## config.mk

```make
export PLATFORM = sky130hd
export DESIGN_NAME = vram_writer_flat
export DESIGN_NICKNAME = d
export VERILOG_FILES = /design/src/rtl/vram_writer_if.sv /design/src/rtl/vram_writer.sv /design/src/flat_wrapper.sv
export SDC_FILE = /design/constraint.sdc
export NUM_CORES = 1
export LEC_CHECK = 0
export ABC_AREA = 0
export CORE_UTILIZATION = 31
export DETAILED_ROUTE_END_ITERATION = 7
export GPL_ROUTABILITY_DRIVEN = 0
export MAX_ROUTING_LAYER = met4
export PLACE_DENSITY = 0.51
export SYNTH_ARGS = -nofsm -noshare
export SYNTH_HDL_FRONTEND = slang
export SYNTH_SLANG_ARGS = --single-unit
```

## constraint.sdc

```tcl
create_clock -name clk -period 2.3 [get_ports clk]
set_clock_uncertainty 0.2 [all_clocks]
set_input_delay 0.345 -clock clk [delete_from_list [all_inputs] [get_ports clk]]
set_output_delay 0.345 -clock clk [all_outputs]
set_load 0.05 [all_outputs]
```

## src/rtl/vram_writer_if.sv

```systemverilog
// Host register bus of vram_writer: one access per clk while cs is high, with registered read data.
interface vram_writer_if;
  logic       cs;
  logic       we;
  logic [2:0] addr;
  logic [7:0] wdata;
  logic [7:0] rdata;

  modport master (output cs, output we, output addr, output wdata, input rdata);
  modport slave  (input cs, input we, input addr, input wdata, output rdata);
endinterface

```

## src/rtl/vram_writer.sv

```systemverilog
// Host register file feeding the screen, colour and font VRAM write ports plus display config.
// Define VRAM_WRITER_FILL_EN to build the block-fill engine (CTRL[7]); without it busy is tied 0.
module vram_writer (
  input  logic         clk,
  input  logic         reset,
  vram_writer_if.slave host,
  output logic         busy,
  output logic [12:0]  saddr,
  output logic [7:0]   swdata,
  output logic         swe,
  output logic [10:0]  caddr,
  output logic [7:0]   cwdata,
  output logic         cwe,
  output logic [11:0]  faddr,
  output logic [7:0]   fwdata,
  output logic         fwe,
  output logic         mode,
  output logic         blink_on,
  output logic         cursor_on,
  output logic [3:0]   hshift,
  output logic [6:0]   cursor_x,
  output logic [4:0]   cursor_y,
  output logic [7:0]   cursor_ch,
  output logic [7:0]   first_row
);

  logic [12:0] ptr_r;
  logic [1:0]  target_r;
  logic [7:0]  fill_val_r;

  logic        host_wr_s;
  logic        host_rd_s;
  logic        data_wr_s;
  logic        fill_wr_s;
  logic        vram_wr_s;
  logic [7:0]  vram_data_s;
  logic        at_last_s;
  logic [12:0] ptr_next_s;

  assign host_wr_s   = host.cs & host.we;
  assign host_rd_s   = host.cs & ~host.we;
  assign data_wr_s   = host_wr_s & (host.addr == 3'd3) & ~busy;
  assign vram_wr_s   = data_wr_s | fill_wr_s;
  assign vram_data_s = fill_wr_s ? fill_val_r : host.wdata;

  // Pointer advance: wrap to 0 at the selected target's last address
  always_comb begin
    at_last_s  = 1'b0;
    ptr_next_s = ptr_r + 13'h0001;
    case (target_r)
      2'b00:   at_last_s = (ptr_r == 13'h1FFF);
      2'b01:   at_last_s = (ptr_r[10:0] == 11'h7FF);
      2'b10:   at_last_s = (ptr_r[11:0] == 12'hFFF);
      default: at_last_s = (ptr_r == 13'h1FFF);
    endcase
    if (at_last_s) begin
      ptr_next_s = 13'h0000;
    end else begin
      ptr_next_s = ptr_r + 13'h0001;
    end
  end

`ifdef VRAM_WRITER_FILL_EN
  typedef enum logic {IDLE = 1'b0, FILL = 1'b1} fill_state_t;
  fill_state_t state_r;
  fill_state_t state_next_s;
  logic        start_s;

  assign start_s = host_wr_s & (host.addr == 3'd0) & host.wdata[7] & ~busy;

  // Fill engine state register
  always_ff @(posedge clk) begin
    if (reset) state_r <= IDLE;
    else       state_r <= state_next_s;
  end

  // Fill engine next state and per-cycle write request; target 11 just spends one cycle in FILL
  always_comb begin
    state_next_s = state_r;
    fill_wr_s    = 1'b0;
    case (state_r)
      IDLE: begin
        if (start_s) state_next_s = FILL;
        else         state_next_s = IDLE;
      end
      FILL: begin
        if (target_r != 2'b11) fill_wr_s = 1'b1;
        else                   fill_wr_s = 1'b0;
        if (at_last_s || (target_r == 2'b11)) state_next_s = IDLE;
        else                                  state_next_s = FILL;
      end
      default: state_next_s = IDLE;
    endcase
  end

  // busy covers the cycle after the start write through the cycle showing the last strobe
  always_ff @(posedge clk) begin
    if (reset) busy <= 1'b0;
    else       busy <= (state_next_s == FILL) || (state_r == FILL);
  end
`else
  assign fill_wr_s = 1'b0;
  assign busy      = 1'b0;
`endif

  // Host register writes and VRAM write strobes
  always_ff @(posedge clk) begin
    if (reset) begin
      ptr_r <= 13'h0000;  target_r <= 2'b00;  fill_val_r <= 8'h00;
      mode <= 1'b0;  blink_on <= 1'b0;  cursor_on <= 1'b0;  hshift <= 4'h0;
      cursor_x <= 7'h00;  cursor_y <= 5'h00;  cursor_ch <= 8'h00;  first_row <= 8'h00;
      saddr <= 13'h0000;  swdata <= 8'h00;  swe <= 1'b0;
      caddr <= 11'h000;   cwdata <= 8'h00;  cwe <= 1'b0;
      faddr <= 12'h000;   fwdata <= 8'h00;  fwe <= 1'b0;
    end else begin
      swe <= 1'b0;
      cwe <= 1'b0;
      fwe <= 1'b0;
      if (host_wr_s) begin
        case (host.addr)
          3'd0: begin
            hshift    <= host.wdata[6:3];
            cursor_on <= host.wdata[2];
            blink_on  <= host.wdata[1];
            mode      <= host.wdata[0];
          end
          3'd1: if (!busy) ptr_r[7:0] <= host.wdata;
          3'd2: if (!busy) begin
            target_r    <= host.wdata[7:6];
            ptr_r[12:8] <= host.wdata[4:0];
          end
          3'd3: if (!busy) fill_val_r <= host.wdata;
          3'd4: cursor_x  <= host.wdata[6:0];
          3'd5: cursor_y  <= host.wdata[4:0];
          3'd6: cursor_ch <= host.wdata;
          3'd7: first_row <= host.wdata;
          default: ;
        endcase
      end
      if (vram_wr_s) begin
        ptr_r <= ptr_next_s;
        case (target_r)
          2'b00: begin saddr <= ptr_r;        swdata <= vram_data_s; swe <= 1'b1; end
          2'b01: begin caddr <= ptr_r[10:0]; cwdata <= vram_data_s; cwe <= 1'b1; end
          2'b10: begin faddr <= ptr_r[11:0]; fwdata <= vram_data_s; fwe <= 1'b1; end
          default: ;
        endcase
      end
    end
  end

  // Registered read-back; unused bits read 0
  always_ff @(posedge clk) begin
    if (reset) begin
      host.rdata <= 8'h00;
    end else if (host_rd_s) begin
      case (host.addr)
        3'd0:    host.rdata <= {busy, hshift, cursor_on, blink_on, mode};
        3'd1:    host.rdata <= ptr_r[7:0];
        3'd2:    host.rdata <= {target_r, 1'b0, ptr_r[12:8]};
        3'd3:    host.rdata <= fill_val_r;
        3'd4:    host.rdata <= {1'b0, cursor_x};
        3'd5:    host.rdata <= {3'b000, cursor_y};
        3'd6:    host.rdata <= cursor_ch;
        3'd7:    host.rdata <= first_row;
        default: host.rdata <= 8'h00;
      endcase
    end
  end

endmodule

```

## src/flat_wrapper.sv

```systemverilog
// flat-port wrapper written by rule: the top's interface ports become plain ports
module vram_writer_flat 
  (clk, reset, busy, saddr, swdata, swe, caddr, cwdata, cwe, faddr, fwdata, fwe, mode, blink_on, cursor_on, hshift, cursor_x, cursor_y, cursor_ch, first_row, host_cs, host_we, host_addr, host_wdata, host_rdata);
  vram_writer_if host_i ();
  input  logic clk;
  input  logic reset;
  output logic busy;
  output logic [12:0] saddr;
  output logic [7:0] swdata;
  output logic swe;
  output logic [10:0] caddr;
  output logic [7:0] cwdata;
  output logic cwe;
  output logic [11:0] faddr;
  output logic [7:0] fwdata;
  output logic fwe;
  output logic mode;
  output logic blink_on;
  output logic cursor_on;
  output logic [3:0] hshift;
  output logic [6:0] cursor_x;
  output logic [4:0] cursor_y;
  output logic [7:0] cursor_ch;
  output logic [7:0] first_row;
  input wire logic [$bits(host_i.cs)-1:0] host_cs;
  input wire logic [$bits(host_i.we)-1:0] host_we;
  input wire logic [$bits(host_i.addr)-1:0] host_addr;
  input wire logic [$bits(host_i.wdata)-1:0] host_wdata;
  output wire logic [$bits(host_i.rdata)-1:0] host_rdata;
  assign host_i.cs = host_cs;
  assign host_i.we = host_we;
  assign host_i.addr = host_addr;
  assign host_i.wdata = host_wdata;
  assign host_rdata = host_i.rdata;
  vram_writer u_core (.clk(clk), .reset(reset), .host(host_i), .busy(busy), .saddr(saddr), .swdata(swdata), .swe(swe), .caddr(caddr), .cwdata(cwdata), .cwe(cwe), .faddr(faddr), .fwdata(fwdata), .fwe(fwe), .mode(mode), .blink_on(blink_on), .cursor_on(cursor_on), .hshift(hshift), .cursor_x(cursor_x), .cursor_y(cursor_y), .cursor_ch(cursor_ch), .first_row(first_row));
endmodule
```

== Yosys cells after proc, flatten, opt, wreduce, memory -nomap -nowiden ==
Index checks and enable logic that the tools add are counted.
Storage, ports and cells
  register bits after elaboration: 129
  input port bits: 15
  logic and storage cells: 68
Operators by class
  $add $sub $neg: 1
  eq/ne operators: 12
  muxes and demuxes: 10
  bitwise gates (word level): 5
  reductions and logical operators: 18
Operators by type and width (count)
  $pmux 8 s8: 1
  $mux 13: 3
  $reduce_and 2->1: 12
  $add 13x1->13 const B: 1
  $eq 13x13->1 const B: 1
  $eq 12x12->1 const B: 1
  $eq 3x3->1 const B: 4
  $eq 11x11->1 const B: 1
  $mux 8: 1
  $eq 3x2->1 const B: 2
  $reduce_bool 2->1: 3
  $mux 5: 1
  $and 1x1->1: 3
  $eq 3x1->1 const B: 1
  $logic_not 3->1: 1
  $mux 1: 3
  $eq 2x1->1 const B: 1
  $eq 2x2->1 const B: 1
  $logic_not 2->1: 1
  $not 1->1: 2
  $pmux 1 s2: 1
  $reduce_or 2->1: 1

== Logic depth before layout (Yosys ltp) ==
Gate-level depths: netlist (run 1).
  word-level depth: 4
  mapped depth: 8
  gate-level depth less buffers: 7

== Least setup slack after synthesis (run 1) ==
OpenSTA, ideal clock, no wires.
  path kind: register to register
  start point: register u_core.target_r[0]
  end point: register u_core.ptr_r[5]
  library setup time: 74 ps
  arrival: 1799 ps
  setup slack: 226 ps
  stages on the path, launching flop included: 9
  path buffers: 1
  period minus slack after synthesis: 2074 ps
  cells stage by stage: dfxtp_1 -> inv_1 -> ha_1 -> mux2_2 -> a22oi_1 -> o31a_1 -> buf_2 -> a21bo_2 -> a31oi_1
Between the ends
  longest elaborated chain between the ends: 4
  elaborated cells on any way between the ends: 5
Ends and longest elaborated chain
  start, declared: RTL line vram_writer.sv:28  | logic [1:0] target_r;
  start signal, assigned: RTL line vram_writer.sv:129  | target_r <= host.wdata[7:6];
  $eq 2x2->1 or $eq 2x1->1 (tied branches): RTL line vram_writer.sv:50  | case (target_r)
  $pmux 1 s2 (*): RTL line vram_writer.sv:50
  $mux 13 (*): RTL line vram_writer.sv:56  | if (at_last_s) begin
  $mux 13 (*): RTL line vram_writer.sv:140  | if (vram_wr_s) begin
  end signal, assigned: RTL line vram_writer.sv:127  | 3'd1: if (!busy) ptr_r[7:0] <= host.wdata;
  end signal, assigned: RTL line vram_writer.sv:141  | ptr_r <= ptr_next_s;
  end, declared: RTL line vram_writer.sv:27  | logic [12:0] ptr_r;
Every way passes the cells marked *; elsewhere a longest branch is shown, timed or not.
A chain may end at the register's enable or synchronous reset.

== Worst setup path in the final report (run 1) ==
  start point: register u_core.hshift[2]
  end point: output hshift[2]
RTL lines
  start, declared: RTL line vram_writer.sv:20  | output logic [3:0] hshift,
  start signal, assigned: RTL line vram_writer.sv:122  | hshift <= host.wdata[6:3];
  end, declared: RTL line flat_wrapper.sv:20  | output logic [3:0] hshift;
No word-level cell between the ends.

==> results of run 1 <==
kinds of logic (layout without fill, tap and decap cells):
| logic type | count (synthesis) | in the layout | synth area share [%] |
|---|---|---|---|
| AO/OA/AOI/OAI | 162 | 162 | 17.7 |
| adder cells (fa/ha/maj) | 4 | 4 | 0.908 |
| buffers and inverters | 78 | 252 | 5.90 |
| flip-flops | 129 | 129 | 46.8 |
| multiplexers | 48 | 48 | 9.21 |
| other | 1 | 1 | 0.0680 |
| AND/OR/NAND/NOR | 247 | 247 | 19.4 |
worst max path at each step:
| stage | slack [ns] | start | endpoint | cells after the start |
|---|---|---|---|---|
| 5_1_grt | 0.04 | u_core.target_r[0]$_SDFFE_PP0P_ | u_core.ptr_r[3]$_SDFFE_PP0P_ | 8 |
| 2_1_floorplan | 0.23 | u_core.target_r[0]$_SDFFE_PP0P_ | u_core.ptr_r[5]$_SDFFE_PP0P_ | 8 |
| 3_3_place_gp | -0.13 | host_addr[0] | u_core.host.rdata[6]$_SDFFE_PP0P_ | 7 |
| 4_1_cts | 0.08 | u_core.cursor_ch[5]$_SDFFE_PP0P_ | cursor_ch[5] | 1 |
| 6_report | 0.08 | u_core.hshift[2]$_SDFFE_PP0P_ | hshift[2] | 1 |
| 3_5_place_dp | -0.15 | host_addr[0] | u_core.host.rdata[6]$_SDFFE_PP0P_ | 7 |
flip-flops by register name, indices dropped and copies added, names as in the netlist, 2 cells and up:
register	count
u_core.ptr_r	13
u_core.cwdata	8
u_core.host.rdata	8
u_core.first_row	8
u_core.cursor_x	7
u_core.caddr	11
u_core.target_r	2
u_core.hshift	4
u_core.swdata	8
u_core.fwdata	8
u_core.fill_val_r	8
u_core.faddr	12
u_core.cursor_y	5
u_core.cursor_ch	8
u_core.saddr	13
layout by cell type (no fill, tap or decap), types with 3 or more instances in the layout:
cell type          n
a21o_1             3
a21oi_1           88
a221oi_1           8
a22o_1             4
a22oi_1            4
a31oi_1            4
and3_1             4
buf_12             7
buf_4             80
bufinv_16          6
clkbuf_16         17
clkdlybuf4s50_1  119
clkinvlp_4         4
dfxtp_1          129
ha_1               4
inv_1             15
mux2i_1           44
nand2_1          135
nand2b_1           5
nand3_1           10
nand4_1            3
nor2_1            58
nor2b_1            7
nor3_1             5
nor3_2             3
o211ai_1           5
o21ai_0           24
o221ai_1           5
or3_1              5
final cells by class:
class,instances,area (um^2),share of cell area (%)
multi-input combinational,462,2610,32.1
timing repair buffer,206,1930,23.8
clock inverter,13,233,2.86
inverter,15,56.3,0.692
tap,225,282,3.46
sequential,129,2580,31.7
clock buffer,18,439,5.40
stage by stage:
step                worst slack (ns)  util [%]  TNS (ns)  std cells  cell area, um^2
detailed placement            -0.150      43.0     -1.66       1037             7460
CTS                           0.0798      46.9         0       1068             8130
floorplan                      0.226         -         0        669             5510
finish                        0.0833      46.9         0       1068             8130
global route                  0.0393      46.9         0       1068             8130
global placement              -0.129      43.0    -0.680       1037             7460
report_power, final:
group          leakage (uW)  total [uW]  switching [uW]  internal (uW)
logic               0.00171         427             267            160
registers           0.00104        2270            15.6           2260
clock network      0.000315        3070            1010           2060
layer usage:
layer | global-route usage, % | wire length (um) | vias to the layer above
li1 | - | - | 2613
met1 | 27.4 | 8520 | 2604
met2 | 34.8 | 9160 | 199
met3 | 4.08 | 997 | 23
met4 | 7.87 | 297 | 0
met5 | - | 0 | -
==> impl_metrics.ini, run 1 <==
[sta]
relSlewSlack_pct = 64.2
final_max_slew_viol_count = 0
fin_hold_ws_ns = 0.183
setup_violations = 0
period_share_pct = 96.4
hold_viol = 0
rsz0062_at_grt = no
worstMarginPinSlew_ns = 0.536
min_period_ns = 2.22
fmax_mhz = 451

[floorplanning]
num_rows = 48
die_h_um = 135
pin_count = 122
start_util_pct = 31.8
die_w_um = 135
dieArea_um2 = 18300
core_um2 = 17400

[placement]
hpwl_mm = 13.8
io_buffers = 120

[yosys]
synth_commonest_cells = nand2_1, dfxtp_1, a21oi_1
ys_seq_elements = 129
ys_async_sr_fraction_pct = 0
syn_avg_cell_area_um2 = 8.24
seq_area_frac_synth_pct = 46.8
synth-edff-count = 0
synth_cells = 669
netlist.area_leader.share_pct = 46.8
synth.most_common_cell = nand2_1
synth_fp_nets = 688
synth_cell_types = 51
syn_area_um2 = 5510
yosysWarnings = 0
synthFlopType = dfxtp_1
synth_area_leaders = dfxtp_1, nand2_1, a21oi_1, mux2i_1, nor2_1
yosysTopAreaCell = dfxtp_1

[setup_path]
r2r-start = u_core.target_r[0]$_SDFFE_PP0P_
worst_path_max_delay_cell = clkdlybuf4s50_1
worstPathArrival_ns = 1.67
crit_buf_inv = 1
reg2reg_depth = 8
crit_fanout = 3
path_class = reg2out
worstSetupEndpointType = output pin
critPathLaunchType = flip-flop
slowest_delay_ns = 0.84
critical_path.cell_chain = clkdlybuf4s50_1
r2r_setup_slack_ns = 0.17
crit_family = buffers and inverters
worstPathRequired_ns = 1.75
r2r_end = u_core.ptr_r[0]$_SDFFE_PP0P_

[clock_network]
clk_path_buf_depth = 2
cts-resized-gates = 0
hold_buffers = 0
numClockSinks = 129
numCtsBuffers = 17
clockRootBuffer = clkbuf_16
cts_setup_buffers = 0
clk_pin_slew_ns = 0.06
htreeDepth = 4
clk-insertion-delay-late_ns = 0.42
cts_tree = done

[global_route]
grt_first_pass_wirelength_mm = 29.0
grt_usage_pct = 21.8
grt_pass1_vias = 5163
gr-total-overflow = 0
antenna_found_initial = 0
grt_max_degree = 45

[drt]
drcViolationCount = 0
via_count = 5439
routed_wl_mm = 19.0
via_per_inst = 5.09
drtIter0Drc = 317
drtPass1Iterations = 5
wl_per_cell_um = 17.8
route.antenna.remaining_nets = 0

[job]
maxCapViolations = 0

[worst_hold_path]
min_delay_path_depth = 2
holdCritStartpoint = reset
min_path_type = in2reg
min_to = u_core.cursor_x[6]$_SDFFE_PP0P_

[power_and_ir_drop]
total_power_uw = 5770
power_leakage_uw = 0.00306
power.density_nw_per_um2 = 709
ir_worst_vdd_mv = 0.491

[cells_and_area]
nNetsFinal = 850
antenna_cells = 0
n_fill_cell = 1675
drive_gt1_share_pct = 15.2
syn_to_final_growth_pct = 47.5

[status]
status = finished, final reports clean
(Power assumes the default switching activity.)
==> run 2: changes to the inputs <==
==> constraint.sdc (replaced) <==
create_clock -name clk -period 2.6 [get_ports clk]
set_clock_uncertainty 0.2 [all_clocks]
set_input_delay 0.39 -clock clk [delete_from_list [all_inputs] [get_ports clk]]
set_output_delay 0.39 -clock clk [all_outputs]
set_load 0.05 [all_outputs]
==> impl_metrics.ini, run 2 (synthesized netlist as in run 1, its figures left out) <==
[drt]
dr.max_layer_used = met4
routed_wl_mm = 18.9
drcViolationCount = 0
wl_per_cell_um = 18.2
route.antenna.remaining_nets = 0
via_per_inst = 5.16
dr_wl_met2_mm = 8.83
wl_met1_mm = 8.46
via_count = 5350
drtPass1Iterations = 5
met3_length_mm = 1.18
drtIter0Drc = 290

[power_and_ir_drop]
switching_share_pct = 24.0
total_power_uw = 4710
ir_worst_vdd_mv = 0.472
comb_power_share_pct = 7.6
power_leakage_uw = 0.00286
p_clk_share_pct = 49.7
p_int_uw = 3580
power.density_nw_per_um2 = 605
p_switching_uw = 1130
seqPwrFrac_pct = 42.7

[setup_path]
worstSetupEndpointType = flip-flop
r2r_setup_slack_ns = 0.20
crit_start = u_core.target_r[0]$_SDFFE_PP0P_
r2r_end = u_core.ptr_r[3]$_SDFFE_PP0P_
worstPathArrival_ns = 2.52
critical_path.cell_chain = inv_1 > ha_1 > mux2_2 > a22oi_1 > o31a_1 > nand2_1 > a311oi_1
worstSetupEndpoint = u_core.ptr_r[3]$_SDFFE_PP0P_
slowest_delay_ns = 0.40
crit_family = compound AO/OA/AOI/OAI gates
worst_path_max_delay_cell = dfxtp_1
worstPathRequired_ns = 2.72
critPathLaunchType = flip-flop
crit_fanout = 10
crit_buf_inv = 1
reg2reg_depth = 7
worst-path-stages = 7
path_class = reg2reg
r2r-start = u_core.target_r[0]$_SDFFE_PP0P_

[status]
status = finished, final reports clean

[clock_network]
clk-insertion-delay-late_ns = 0.42
cts-resized-gates = 0
numClockSinks = 129
hold_buffers = 0
numCtsBuffers = 17
clockRootBuffer = clkbuf_16
htreeDepth = 4
cts_tree = done
cts_setup_buffers = 0
clk_path_buf_depth = 2
clk_pin_slew_ns = 0.06

[global_route]
grt_max_degree = 55
antenna_found_initial = 0
gr-total-overflow = 0
grt_first_pass_wirelength_mm = 28.9
grt_pass1_vias = 5061
grt_usage_pct = 21.9

[sta]
final_max_slew_viol_count = 0
setup_violations = 0
min_period_ns = 2.40
fin_hold_ws_ns = 0.257
relSlewSlack_pct = 54.4
hold_viol = 0
fmax_mhz = 416
rsz0062_at_grt = no
worstMarginPinSlew_ns = 0.682
fin_tns_setup_ns = 0
period_share_pct = 92.4

[floorplanning]
dieArea_um2 = 18300
die_w_um = 135
num_rows = 48
core_um2 = 17400
die_h_um = 135
start_util_pct = 31.8
pin_count = 122

[cells_and_area]
drive_gt1_share_pct = 11.3
final_area_um2 = 7790
nNetsFinal = 817
syn_to_final_growth_pct = 41.3
n_fill_cell = 1720
top_regs = u_core.ptr_r: 13 flops, u_core.saddr: 13 flops, u_core.faddr: 12 flops
antenna_cells = 0
utilization_pct = 44.9
final_common_cell = nand2_1
final_cell_mix = nand2_1, dfxtp_1, clkdlybuf4s50_1, a21oi_1, nor2_1

[placement]
io_buffers = 120
placed_area_um2 = 7210
hpwl_mm = 13.4

[job]
maxCapViolations = 0

[worst_hold_path]
min_path_type = reg2reg
[run 2: per-layer routing]
layer,GRT usage [%],up-vias
li1,-,2556
met1,27.5,2545
met2,34.0,221
met3,4.30,28
met4,9.30,0
met5,-,-
[run 2: cell type report]
class / count / area, um^2 / area share, %
clock buffers: 23 / 468 / 6.01
clock inverters: 9 / 108 / 1.38
inverters: 15 / 56.3 / 0.723
multi-input cells: 462 / 2610 / 33.5
flip-flops and latches: 129 / 2580 / 33.2
well taps: 225 / 282 / 3.61
repair buffers: 173 / 1680 / 21.6
[run 2: how the worst min path moves through the flow]
stage	from	to	cells after the start
CTS	reset	u_core.caddr[4]$_SDFFE_PP0P_	2
global route	u_core.fill_val_r[5]$_SDFFE_PP0P_	u_core.fill_val_r[5]$_SDFFE_PP0P_	2
finish	u_core.faddr[9]$_SDFFE_PP0P_	u_core.faddr[9]$_SDFFE_PP0P_	2
detailed placement	u_core.fill_val_r[5]$_SDFFE_PP0P_	u_core.fill_val_r[5]$_SDFFE_PP0P_	2
global placement	u_core.fill_val_r[5]$_SDFFE_PP0P_	u_core.fill_val_r[5]$_SDFFE_PP0P_	2
floorplan	u_core.fill_val_r[3]$_SDFFE_PP0P_	u_core.fill_val_r[3]$_SDFFE_PP0P_	2
[run 2: per-stage QoR]
stage / worst slack [ns] / cells
2_1_floorplan: 0.526 / 669
3_3_place_gp: 0.105 / 1004
3_5_place_dp: 0.0382 / 1004
4_1_cts: 0.216 / 1036
5_1_grt: 0.0401 / 1036
6_report: 0.199 / 1036
[run 2: power groups by stage]
stage               Combinational (uW)  Clock, uW  Sequential [uW]
floorplan                          155          0             2090
global placement                   354          0             2050
detailed placement                 354          0             2050
CTS                                355       2380             2010
global route                       379       2460             2010
finish                             356       2340             2010
[run 2: worst register-to-register path: stages, from the launching register on]
cell and delay (ns):
dfxtp_1 0.40, inv_1 0.10, ha_1 0.34, mux2_2 0.34
a22oi_1 0.14, o31a_1 0.40, nand2_1 0.10, a311oi_1 0.29
